File: config.mk
export PLATFORM = sky130hd
export DESIGN_NAME = phase_diff_multi
export DESIGN_NICKNAME = d
export VERILOG_FILES = /design/src/rtl/phase_diff_multi.sv
export SDC_FILE = /design/constraint.sdc
export NUM_CORES = 1
export LEC_CHECK = 0
export ABC_CLOCK_PERIOD_IN_PS = 7950
export BUFFER_PORTS_ARGS = -buffer_cell sky130_fd_sc_hd__buf_2
export CAP_MARGIN = 20
export CORE_UTILIZATION = 45
export DETAILED_ROUTE_END_ITERATION = 16
export PLACE_DENSITY = 0.71
export SLEW_MARGIN = 5
export SYNTH_ARGS = -nofsm -noshare
export SYNTH_HDL_FRONTEND = slang
export SYNTH_SLANG_ARGS = --single-unit
File: constraint.sdc
create_clock -name clk -period 7.95 [get_ports clk]
set_input_delay 1.59 -clock clk [delete_from_list [all_inputs] [get_ports clk]]
set_output_delay 1.59 -clock clk [all_outputs]
set_load 0.02 [all_outputs]
File: src/rtl/phase_diff_multi.sv
`default_nettype none
// ============================================================================
// phase_diff_multi : per-channel averaged phase difference vs channel 0,
//                    unwrapped phase advance and sticky fault, streamed out.
// Rev 1.0
// ============================================================================
module phase_diff_multi #(
  parameter int DW      = 14,
  parameter int NCH     = 4,
  parameter int LOG_PER = 10
) (
  input  logic                     clk,
  input  logic                     rst,
  input  logic [NCH*DW-1:0]        phase_in,
  input  logic [NCH-1:0]           fault_in,
  input  logic                     err_clr,
  output logic                     res_valid,
  input  logic                     res_ready,
  output logic [$clog2(NCH)-1:0]   res_ch,
  output logic [DW-1:0]            res_phdiff,
  output logic [DW+LOG_PER-1:0]    res_freq,
  output logic                     res_fault,
  output logic                     overrun,
  output logic                     err
);

  localparam int CW = $clog2(NCH);
  localparam int AW = DW + LOG_PER;
  localparam logic [CW-1:0] LAST_CH = CW'(NCH - 1);

  typedef enum logic [1:0] {
    S_IDLE = 2'd0,
    S_WARM = 2'd1,
    S_EMIT = 2'd2
  } state_t;

  state_t             state_q;
  logic [DW-1:0]      p_q      [NCH];
  logic [DW-1:0]      p_prev_q [NCH];
  logic [AW-1:0]      acc_d_q  [NCH];
  logic [AW-1:0]      acc_s_q  [NCH];
  logic [DW-1:0]      snap_d_q [NCH];
  logic [AW-1:0]      snap_s_q [NCH];
  logic [NCH-1:0]     f_q, fault_acc_q, snap_f_q;
  logic [LOG_PER-1:0] cnt_q;
  logic [CW-1:0]      ch_q;
  logic               valid_q, overrun_q, err_q;

  logic [DW-1:0]      dif_d  [NCH];
  logic [DW-1:0]      step_d [NCH];
  logic [AW-1:0]      sum_d_d [NCH];
  logic [AW-1:0]      sum_s_d [NCH];
  logic               tick, beat, last_beat, take_snap;

  always_comb begin
    for (int k = 0; k < NCH; k++) begin
      dif_d[k]   = p_q[k] - p_q[0];
      step_d[k]  = p_q[k] - p_prev_q[k];
      sum_d_d[k] = acc_d_q[k] + {{LOG_PER{dif_d[k][DW-1]}}, dif_d[k]};
      sum_s_d[k] = acc_s_q[k] + {{LOG_PER{step_d[k][DW-1]}}, step_d[k]};
    end
  end

  assign tick      = &cnt_q;
  assign beat      = valid_q & res_ready;
  assign last_beat = beat && (ch_q == LAST_CH);
  assign take_snap = tick && ((state_q == S_IDLE) || ((state_q == S_EMIT) && last_beat));

  always_ff @(posedge clk) begin
    if (rst) begin
      for (int k = 0; k < NCH; k++) begin
        p_q[k]      <= '0;
        p_prev_q[k] <= '0;
        acc_d_q[k]  <= '0;
        acc_s_q[k]  <= '0;
        snap_d_q[k] <= '0;
        snap_s_q[k] <= '0;
      end
      f_q         <= '0;
      fault_acc_q <= '0;
      snap_f_q    <= '0;
      cnt_q       <= '0;
      ch_q        <= '0;
      valid_q     <= 1'b0;
      overrun_q   <= 1'b0;
      err_q       <= 1'b0;
      state_q     <= S_WARM;
    end else begin
      for (int k = 0; k < NCH; k++) begin
        p_q[k]      <= phase_in[k*DW +: DW];
        p_prev_q[k] <= p_q[k];
        acc_d_q[k]  <= tick ? '0 : sum_d_d[k];
        acc_s_q[k]  <= tick ? '0 : sum_s_d[k];
        // floor(sum / 2^LOG_PER) truncated to DW bits is exactly the top DW bits
        if (take_snap) begin
          snap_d_q[k] <= sum_d_d[k][AW-1:LOG_PER];
          snap_s_q[k] <= sum_s_d[k];
        end
      end
      f_q         <= fault_in;
      fault_acc_q <= tick ? '0 : (fault_acc_q | f_q);
      if (take_snap) snap_f_q <= fault_acc_q | f_q;
      cnt_q     <= cnt_q + 1'b1;
      overrun_q <= tick && (state_q == S_EMIT) && !last_beat;
      if (beat && res_fault) err_q <= 1'b1;
      else if (err_clr)      err_q <= 1'b0;

      case (state_q)
        S_WARM: if (tick) state_q <= S_IDLE;
        S_IDLE: if (tick) begin
          state_q <= S_EMIT;
          valid_q <= 1'b1;
          ch_q    <= '0;
        end
        S_EMIT: if (beat) begin
          if (ch_q == LAST_CH) begin
            ch_q <= '0;
            // a tick on the final handshake starts the next emission directly
            if (!tick) begin
              state_q <= S_IDLE;
              valid_q <= 1'b0;
            end
          end else begin
            ch_q <= ch_q + 1'b1;
          end
        end
        default: state_q <= S_WARM;
      endcase
    end
  end

  assign res_valid  = valid_q;
  assign res_ch     = ch_q;
  assign res_phdiff = snap_d_q[ch_q];
  assign res_freq   = snap_s_q[ch_q];
  assign res_fault  = snap_f_q[ch_q];
  assign overrun    = overrun_q;
  assign err        = err_q;

endmodule
`default_nettype wire

==> summary.txt <==
Route
  – Drc violations: 0
  – Avg WL per Cell: 17.2 µm
  – Via count: 20,500
  – Post-route ant nets: 0
  – DR pass1 iterations: 5
  – Initial detailed-routing violation count: 1,186
  – Vias/cell: 5.48
  – Drt total wl: 64,200 µm

STA
  – Slew Viols, Final: 0
  – Final hold violation count: 0
  – Clk_skew: 0.0203 ns
  – Hold Slack: 0.449 ns
  – RSZ-0062 raised after global routing: false
  – Setup TNS: 0 ns
  – Relative slew slack: 33.2%
  – Period minus WS final: 5.19 ns
  – Period utilization: 65.2%
  – Fmax: 0.193 GHz
  – Worst-Margin Slew: 1.00 ns
  – Final Setup Violations: 0

Floorplanning
  – DIE AREA: 0.0599 mm²
  – Core Box Area: 0.0580 mm²
  – Core Rows: 88
  – Die height: 245 µm
  – Die width: 245 µm
  – Starting density of the core: 45.7%
  – IO Pins: 108

Clock tree
  – H-tree levels: 2
  – CTS tree: done
  – Clk sinks: 449
  – Max Buffers Root-to-Sink: 3
  – Post-CTS Setup Inserts: 0
  – # resized after CTS: 0
  – Skew-Pair Late Insertion Delay: 0.62 ns
  – CTS Buf Count: 50
  – Root Buffer: clkbuf_16
  – Clk pin slew, worst setup/hold paths: 0.06 ns
  – Hold buffer count at cts: 0

Critical path
  – CP max FO: 13
  – Crit path kind: reg -> reg
  – Reg-to-reg endpoint: snap_d_q[3][12]
  – Setup crit start: p_q[0][1]
  – Critical Path Sink: snap_d_q[3][12]
  – R2r worst-path depth: 17
  – Endpoint class of the critical path: register
  – FF-to-FF Start: p_q[0][1]
  – CP startpoint kind: register
  – Worst path arrival time: 5.52 ns
  – Crit-path cells: inv_1 > ha_1 > nor2b_1 > o31a_1 > nor3_1 > o21ai_1 > or4_1 > nand3_1 > ha_1 > a21o_1 > a21o_1 > a2111oi_0 > nor3_1 > a31oi_1 > o31ai_1 > xnor2_1 > nor2_1
  – R2R Setup Slk: 2.76 ns
  – Critical path's slowest cell: dfxtp_1
  – CP max stage delay: 0.53 ns
  – CP Data Required Time: 8.29 ns

Hold path
  – Hold path start: cnt_q[0]
  – Worst Hold Class: reg -> reg

Run
  – Max-cap violations: 0

Synthesis
  – Mapped Cells: 2,831
  – Syn_nets: 3,188
  – Sequential element share of the synthesized area: 39.1%
  – Mean Syn Cell Area: 9.37 µm²
  – Yosys warning count: 0
  – FFs w/ async S/R, synth: 0%
  – Synth cell types: 77
  – Post-synth EDFFs: 138
  – Post-synth top flop: dfxtp_1
  – Synthesized flop and latch total: 449
  – Post-Synthesis Cell Area: 0.0265 mm²

Final layout
  – Layout cell share with drive strength beyond 1: 9.24%
  – Util after Layout: 51.2%
  – Final #Nets: 3,280
  – Synth-to-Final Area Change: 12.0%

Placement
  – IO buf count: 107
  – Detailed-placement wirelength estimate: 47,100 µm
  – Final GP Congestion: 0.928

GRT
  – GRT Resource Usage Total: 21.2%
  – Vias in the first global route: 19,200
  – First-pass GRT wire length: 101,000 µm
  – Initial antenna violation count: 2
  – Largest net degree at the start of global routing: 88
  – Total grt overflow: 0

Power
  – Peak VDD IR: 183 µV
  – Static Leakage: 12.9 nW
  – Pwr Density: 357 mW/mm²

Run status
  – Status: completed
==> worst min path at each step <==
stage	to	slack, ns	cells after the start
2_1_floorplan	cnt_q[0]	0.42	1
3_3_place_gp	cnt_q[0]	0.43	1
3_5_place_dp	cnt_q[0]	0.44	1
4_1_cts	cnt_q[0]	0.45	1
5_1_grt	fault_acc_q[2]	0.48	2
6_report	cnt_q[0]	0.45	1
==> layout make-up <==
cell class / instances / area (µm²)
multi-input combinational: 2177 / 15400
fill: 5271 / 28300
timing repair buffer: 116 / 606
clock inverter: 35 / 505
clock buffer: 59 / 1380
inverter: 129 / 489
sequential: 449 / 10400
antenna: 1 / 2.50
tap: 765 / 957
==> logic make-up (layout without fill, tap and decap cells) <==
group / Yosys count / after routing / synth area share, %
buf+inv: 205 / 339 / 2.91
fa+ha+maj: 293 / 293 / 14.2
mux: 43 / 43 / 2.87
simple gates: 952 / 952 / 17.0
flops: 449 / 449 / 39.1
compound gates: 666 / 666 / 16.5
xor+xnor: 223 / 223 / 7.36
other cells: 0 / 1 / 0
==> through the flow <==
stage	cell area, µm²	total power [mW]	setup WS, ns	cells
floorplan	26500	6.92	2.53	2831
global route	29700	11.4	2.35	3730
global placement	27800	7.89	2.98	3636
detailed placement	27800	7.92	2.91	3636
finish	29700	10.6	2.76	3731
CTS	29700	10.6	2.80	3730
==> flip-flops by register name, indices dropped and copies added (netlist names), named ones only <==
signal	flops
overrun	1
f_q	4
snap_d_q	42
p_q	56
snap_s_q	96
fault_acc_q	4
acc_s_q	96
state_q	2
acc_d_q	72
cnt_q	10
err	1
res_valid	1
p_prev_q	56
res_ch	2
snap_f_q	4
==> cell usage after synthesis, drive strengths merged (10+ instances only) <==
| cell type | instances | area share (%) |
|---|---|---|
| a2111oi | 10 | 0.35 |
| mux2 | 15 | 0.64 |
| buf | 15 | 0.22 |
| o211ai | 12 | 0.34 |
| xor2 | 97 | 3.2 |
| xnor2 | 126 | 4.2 |
| or2 | 11 | 0.26 |
| and4 | 14 | 0.46 |
| or3 | 12 | 0.28 |
| fa | 14 | 1.1 |
| mux4 | 25 | 2.1 |
| nand3 | 46 | 0.91 |
| a21oi | 182 | 3.4 |
| o21ai | 123 | 2.3 |
| inv | 129 | 1.8 |
| nor2b | 124 | 3.0 |
| and3 | 25 | 0.59 |
| a22o | 13 | 0.43 |
| o21bai | 33 | 0.93 |
| nand4 | 22 | 0.52 |
| edfxtp | 138 | 16 |
| clkbuf | 61 | 0.86 |
| ha | 279 | 13 |
| dfxtp | 311 | 23 |
| o41ai | 10 | 0.46 |
| a31oi | 26 | 0.61 |
| and2 | 32 | 0.75 |
| nor2 | 448 | 6.3 |
| o21a | 47 | 1.3 |
| nand2 | 117 | 1.7 |
| o31ai | 15 | 0.44 |
| a21o | 95 | 2.7 |
| nor3 | 53 | 1.0 |
| nand2b | 14 | 0.33 |
| a21boi | 11 | 0.31 |
| a211oi | 29 | 0.82 |
==> report_power, final <==
| group | switching (mW) | internal (mW) | total, mW |
|---|---|---|---|
| Combinational | 3.00 | 2.05 | 5.04 |
| Sequential | 0.174 | 2.77 | 2.95 |
| Clock | 1.02 | 1.58 | 2.61 |
==> critical path, delay by kind of cell, from the launching register on <==
kind / cells / cell delay, ns
XOR/XNOR: 1 / 0.21
AO/OA/AOI/OAI: 7 / 1.81
flip-flops: 1 / 0.53
buffers and inverters: 1 / 0.25
adder cells (fa/ha/maj): 2 / 0.71
AND/OR/NAND/NOR: 6 / 1.37
==> routing by layer <==
| metal | routed length (µm) | GRT usage (%) | part of all wire [%] | up-vias |
|---|---|---|---|---|
| met5 | 7 | 0 | 0.011 | - |
| met4 | 1650 | 6.38 | 2.6 | 2 |
| met3 | 3280 | 3.33 | 5.1 | 106 |
| met2 | 27900 | 32.9 | 43 | 489 |
| met1 | 31400 | 30.3 | 49 | 9575 |
| li1 | - | - | - | 10300 |
==> placed cells by master, fill, tap and decap left out, drive strengths merged, types with 11 or more instances in the layout <==
| master | instances |
|---|---|
| nor2 | 448 |
| dfxtp | 311 |
| ha | 279 |
| a21oi | 182 |
| edfxtp | 138 |
| inv | 136 |
| xnor2 | 126 |
| nor2b | 124 |
| o21ai | 123 |
| nand2 | 117 |
| buf | 116 |
| xor2 | 97 |
| a21o | 95 |
| clkbuf | 59 |
| nor3 | 53 |
| o21a | 47 |
| nand3 | 46 |
| o21bai | 33 |
| and2 | 32 |
| a211oi | 29 |
| a31oi | 26 |
| mux4 | 25 |
| and3 | 25 |
| nand4 | 22 |
| mux2 | 15 |
| o31ai | 15 |
| and4 | 14 |
| fa | 14 |
| nand2b | 14 |
| a22o | 13 |
| clkinv | 13 |
| or3 | 12 |
| o211ai | 12 |
| a21boi | 11 |
| or2 | 11 |
Note: power is estimated with default switching activity, not from simulation.
